<file path="config.mk">
export PLATFORM = sky130hd
export DESIGN_NAME = div_sequencer
export DESIGN_NICKNAME = d
export VERILOG_FILES = /design/src/rtl/div_sequencer.sv
export SDC_FILE = /design/constraint.sdc
export NUM_CORES = 1
export LEC_CHECK = 0
export CAP_MARGIN = 10
export CORE_MARGIN = 1
export CORE_UTILIZATION = 52
export DETAILED_ROUTE_END_ITERATION = 8
export PLACE_DENSITY = 0.78
export SLEW_MARGIN = 30
export SYNTH_ARGS = -nofsm -noshare
export SYNTH_HDL_FRONTEND = slang
export SYNTH_SLANG_ARGS = --single-unit
</file>
<file path="constraint.sdc">
create_clock -name clk -period 2.1 [get_ports clk]
set_input_delay 0.315 -clock clk [delete_from_list [all_inputs] [get_ports clk]]
set_output_delay 0.315 -clock clk [all_outputs]
set_load 0.02 [all_outputs]
</file>
<file path="src/rtl/div_sequencer.sv">
// div_sequencer: multi-cycle unsigned restoring divider, one quotient bit per clock,
// with registered quotient, remainder and {N,Z,C,V} flags.
module div_sequencer #(
  parameter int N = 4
) (
  input  logic         clk,
  input  logic         rst,
  input  logic         start,
  input  logic [N-1:0] a,
  input  logic [N-1:0] b,
  output logic         busy,
  output logic         done,
  output logic [N-1:0] y,
  output logic [N-1:0] mod,
  output logic [3:0]   f
);
  localparam int CW = $clog2(N + 1);
  typedef enum logic [1:0] {IDLE, CALC, DONE} state_t;
  state_t        state;
  logic [CW-1:0] cnt;
  logic [N-1:0]  dq, dv, q_nx;
  logic [N:0]    rem, rem_sh, rem_nx;
  logic          ge;
  // dq shifts dividend bits out of the top while quotient bits enter at the bottom
  always_comb begin
    rem_sh = {rem[N-1:0], dq[N-1]};
    ge     = rem_sh >= {1'b0, dv};
    rem_nx = ge ? rem_sh - {1'b0, dv} : rem_sh;
    q_nx   = {dq[N-2:0], ge};
  end
  always_ff @(posedge clk or negedge rst) begin
    if (!rst) begin
      state <= IDLE;
      busy  <= 1'b0;
      done  <= 1'b0;
      y     <= '0;
      mod   <= '0;
      f     <= '0;
      cnt   <= '0;
      dq    <= '0;
      dv    <= '0;
      rem   <= '0;
    end else begin
      case (state)
        IDLE: if (start) begin
          busy <= 1'b1;
          if (b != '0) begin
            dq    <= a;
            dv    <= b;
            rem   <= '0;
            cnt   <= '0;
            state <= CALC;
          end else begin
            y     <= '1;
            mod   <= a;
            f     <= 4'b1001;
            done  <= 1'b1;
            state <= DONE;
          end
        end
        CALC: begin
          dq  <= q_nx;
          rem <= rem_nx;
          cnt <= cnt + 1'b1;
          if (cnt == CW'(N - 1)) begin
            y     <= q_nx;
            mod   <= rem_nx[N-1:0];
            f     <= {q_nx[N-1], q_nx == '0, 2'b00};
            done  <= 1'b1;
            state <= DONE;
          end
        end
        DONE: begin
          busy  <= 1'b0;
          done  <= 1'b0;
          state <= IDLE;
        end
        default: state <= IDLE;
      endcase
    end
  end
endmodule
</file>
---- Word level (Yosys, flattened, before mapping) ----
Cells that the tools add are included.
word-level totals
  logic and storage cells ................. 64
  register bits after elaboration ......... 31
  output and inout port bits .............. 14
cells by class
  reductions and logical operators ........ 12
  muxes and demuxes ....................... 32
  magnitude comparators ................... 1
  eq/ne operators ......................... 7
  add/subtract/negate cells ............... 2
operators with widths
  kind                                                                    number
  4-bit 2-to-1 mux                                                        14
  4-bit case mux with 2 select lines                                      5
  2-bit != test (second input constant)                                   4
  4-bit AND reduction                                                     2
  2-bit 2-to-1 mux                                                        3
  3-bit 2-to-1 mux                                                        2
  3-bit case mux with 2 select lines                                      1
  3-bit AND reduction                                                     2
  5-bit by 4-bit greater-or-equal comparator with 1-bit output            1
  4-bit zero test                                                         1
  1-bit 2-to-1 mux                                                        4
  2-bit case mux with 2 select lines                                      1
  2-bit AND reduction                                                     2
  2-bit nonzero test                                                      2
  4-bit nonzero test                                                      1
  4-bit subtractor                                                        1
  3-bit by 1-bit adder with 3-bit output (second input constant)          1
  3-bit by 2-bit equality test with 1-bit output (second input constant)  1
  1-bit case mux with 3 select lines                                      1
  3-bit nonzero test                                                      1
  2-bit by 1-bit equality test with 1-bit output (second input constant)  1
  2-bit equality test (second input constant)                             1
  2-bit zero test                                                         1
  1-bit case mux with 2 select lines                                      1

---- Depth between registers and ports, before layout ----
  word-level depth ........................ 4
  mapped depth ............................ 7
  depth with buffers taken out ............ 6

---- Worst setup path before layout ----
Ideal clock, no wire load.
  kind .................................... reg2reg
  start ................................... register dq[3]
  end ..................................... register mod[1]
  data arrival time ....................... 1743 ps
  setup time .............................. 86 ps
  required time ........................... 2014 ps
  slack ................................... 271 ps
  period minus slack after synthesis ...... 1829 ps
  stages on the path, launching flop included .. 6
  path through ............................ dfrtp_1 inv_1 ha_1 fa_1 or4_4 a32oi_2
on the way
  word-level cells in the longest chain between the ends .. 4
ends and longest elaborated chain
  item                                                                                              line    text
  start: declaration                                                                                21      logic [N-1:0] dq, dv, q_nx;
  start signal: assignment                                                                          62      dq <= q_nx;
  4-bit subtractor or 5-bit by 4-bit greater-or-equal comparator with 1-bit output (tied branches)  28, 27
  4-bit 2-to-1 mux (*)                                                                              28      rem_nx = ge ? rem_sh - {1'b0, dv} : rem_sh;
  4-bit 2-to-1 mux (*)                                                                              65      if (cnt == CW'(N - 1)) begin
  4-bit case mux with 2 select lines (*)                                                            44      case (state)
  end signal: assignment                                                                            67      mod <= rem_nx[N-1:0];
  end: declaration                                                                                  14      output logic [N-1:0] mod,
Every way passes the cells marked *; elsewhere a longest branch is shown, timed or not. The select of a mux whose other input is x is not followed.
A chain may end at the register's enable or synchronous reset.

---- Final worst setup path ----
Same ends and word-level chain as after synthesis.

==> qor.txt <==
Outcome - complete, no violations
Fin. Hold Viols - 0
Final period util - 93.9%
DP Cell Count - 200
Clk network pwr share - 14.2%
Seq/Total Area, Yosys - 47.1%
Nets - 194
Residual DRC count - 0
Clock Tree Root - clkbuf_4
Drt initial violations - 46
Final setup fails - 0
Synth Warn # - 0
Resize count post-CTS - 0
Antenna violations before repair - 0
Mapped Cells - 148
Max-slew violations - 0
GRT Util Overall - 25.4%
Worst Skew - 2.16 ps
Core ar. - 2780 um^2
Internal - 1950 uW
Vias in the first global route - 1,304
Num CTS Buffers - 5
Dominant cell type by area after synthesis - dfrtp_1
Synth cell count leaders - dfrtp_1 (29), nand2_1 (14), inv_1 (13)
Yosys reg bits - 29
Max-Cap Viols - 0
Relative slew slack - 67.2%
Wirelength per Cell - 16.3 um
Final non-filler cell total - 208
R2r setup slk - 130 ps
Most frequent cell after synthesis - dfrtp_1
Final WS setup - 128 ps
Ant diodes - 0
Type of origin of the critical path - flip-flop
GP Congestion - 0.870
Setup repair after global routing missed its margin - false
Setup bufs post-CTS - 0
Max FO, Critical Path - 4
P_sw - 1410 uW
Reg2Reg Capture Point - mod[1]
Remaining antenna violation count - 0
Hpwl dp - 2.58 mm
Crit end category - flip-flop
Distinct cell type count after synthesis - 46
Avg Cell Area, Syn - 10.4 um^2
Vias - 1,237
Clock sink count - 29
Clock Latency Late Sink - 320 ps
Longest Clk Path Bufs - 2
Starting Density - 55.4%
Sequential power share - 31.1%
Ports - 25
Switching Fraction - 41.9%
Cell Area, Synth - 1540 um^2
Reg2Reg Depth - 5
Top_reg_cell synth - dfrtp_1
WS Path Type - reg2reg
Pwr dens - 1780 nW/um^2
Hold buffer count at cts - 0
First-pass GRT wire length - 6.08 mm
TritonCTS clock tree - built
CP required - 2350 ps
Setup TNS after final layout - 0 ps
DRT Pass-1 Iters - 4
Final wirelength - 3.39 mm
Pleak - 0.000816 uW
Top post-synthesis cells by area - dfrtp_1 (47%), ha_1 (4.9%), nand2_1 (3.4%), inv_1 (3.2%), mux2_1 (2.9%)
Min cycle time layout - 1970 ps
Async set-reset flop share out of synthesis - 100%
VDD IR max - 1.13 mV
Vias per cell - 5.95
Share of layout cells above drive strength 1 - 14.1%
Port Buffers - 23
Combinational power share - 54.7%
Top cell type's share of synthesized area - 47.1%
Site Rows - 19
Hold Path Class - in2async
Largest net degree at the start of global routing - 30
Reg2Reg Launch Point - dq[3]
Die Y - 56.4 um
Max H-tree Level - 2
Clock transition at path regs - 90 ps
Layout area overhead - 22.6%
Die Area - 3180 um^2
Number of flops mapped to enable cells by yosys - 0
F_max - 507 MHz
Die width - 56.4 um
Measured slew at the worst slew-check pin - 488 ps
Pre-CTS WS - 109 ps
Crit path launch - dq[3]
Total gr overflow - 0
Syn nets - 166
Critical path endpoint - mod[1]
Data arrival, critical path - 2220 ps
-- area by class of cell --
cell class | count | area [um^2]
Clock buffer | 7 | 55.1
Clock inverter | 1 | 30.0
Fill cell | 237 | 893
Inverter | 14 | 55.1
Multi-Input combinational cell | 98 | 716
Sequential cell | 29 | 726
Tap cell | 31 | 38.8
Timing Repair Buffer | 28 | 268
-- sequential cells by signal, indices dropped and copies added, names as in the netlist --
signal / flops
cnt: 3
dq: 4
busy: 1
done: 1
f: 3
state: 2
rem: 4
y: 3
mod: 4
dv: 4
-- kinds of logic after synthesis --
logic type	count (synthesis)	synth area share [%]
adder cells (fa/ha/maj)	7	6.17
AO/OA/AOI/OAI	41	18.9
buffers and inverters	21	6.42
multiplexers	4	2.92
flip-flops	29	47.1
other	1	0.243
XOR/XNOR	1	0.569
AND/OR/NAND/NOR	44	17.6
-- power groups by stage --
stage          clock, uW  sequential [uW]  combinational, uW
6_report             477             1040               1830
3_3_place_gp           0             1040               1760
4_1_cts              488             1050               1840
3_5_place_dp           0             1050               1820
2_1_floorplan          0             1130               1160
5_1_grt              511             1080               2030
-- placed cells by master (no fill, tap or decap), types with 4 or more instances in the layout --
cell type,instances
o211ai_1,5
clkbuf_4,5
nor2_1,4
a21oi_1,7
ha_1,6
o21ai_1,4
mux2_1,4
nand2_1,14
buf_4,5
dfrtp_1,29
o21ai_0,5
inv_1,13
clkdlybuf4s50_1,23
-- through the flow --
stage                     total power [uW]  utilization, %  hold slack, ps  instance area [um^2]
after global routing                  3620            67.9             374                  1890
after detailed placement              2870            64.8             487                  1800
after CTS                             3370            67.9             361                  1890
final                                 3350            67.9             352                  1890
after floorplan                       2290               -            19.4                  1540
after global placement                2790            64.8             471                  1800
-- critical path: stages (launching register included) --
cell	delay, ps
dfrtp_1	390
inv_1	60
ha_1	240
fa_1	450
or4_4	550
a32oi_2	200
-- routing by layer --
| layer | track usage [%] | part of all wire (%) | up-vias |
|---|---|---|---|
| li1 | - | - | 589 |
| met1 | 31.9 | 44 | 610 |
| met2 | 39.8 | 50 | 29 |
| met3 | 6.68 | 4.8 | 9 |
| met4 | 14.3 | 1.9 | 0 |
| met5 | 0 | 0 | - |
-- worst min path at each step --
stage                  end   start  cells past startpoint  slack (ps)
floorplan             busy     rst                      0          20
global placement    cnt[0]  cnt[0]                      1         470
detailed placement    f[0]    f[0]                      1         490
CTS                   done     rst                      2         360
global route          done     rst                      2         370
finish               dv[3]     rst                      2         350
Note: power is estimated with default switching activity, not from simulation.
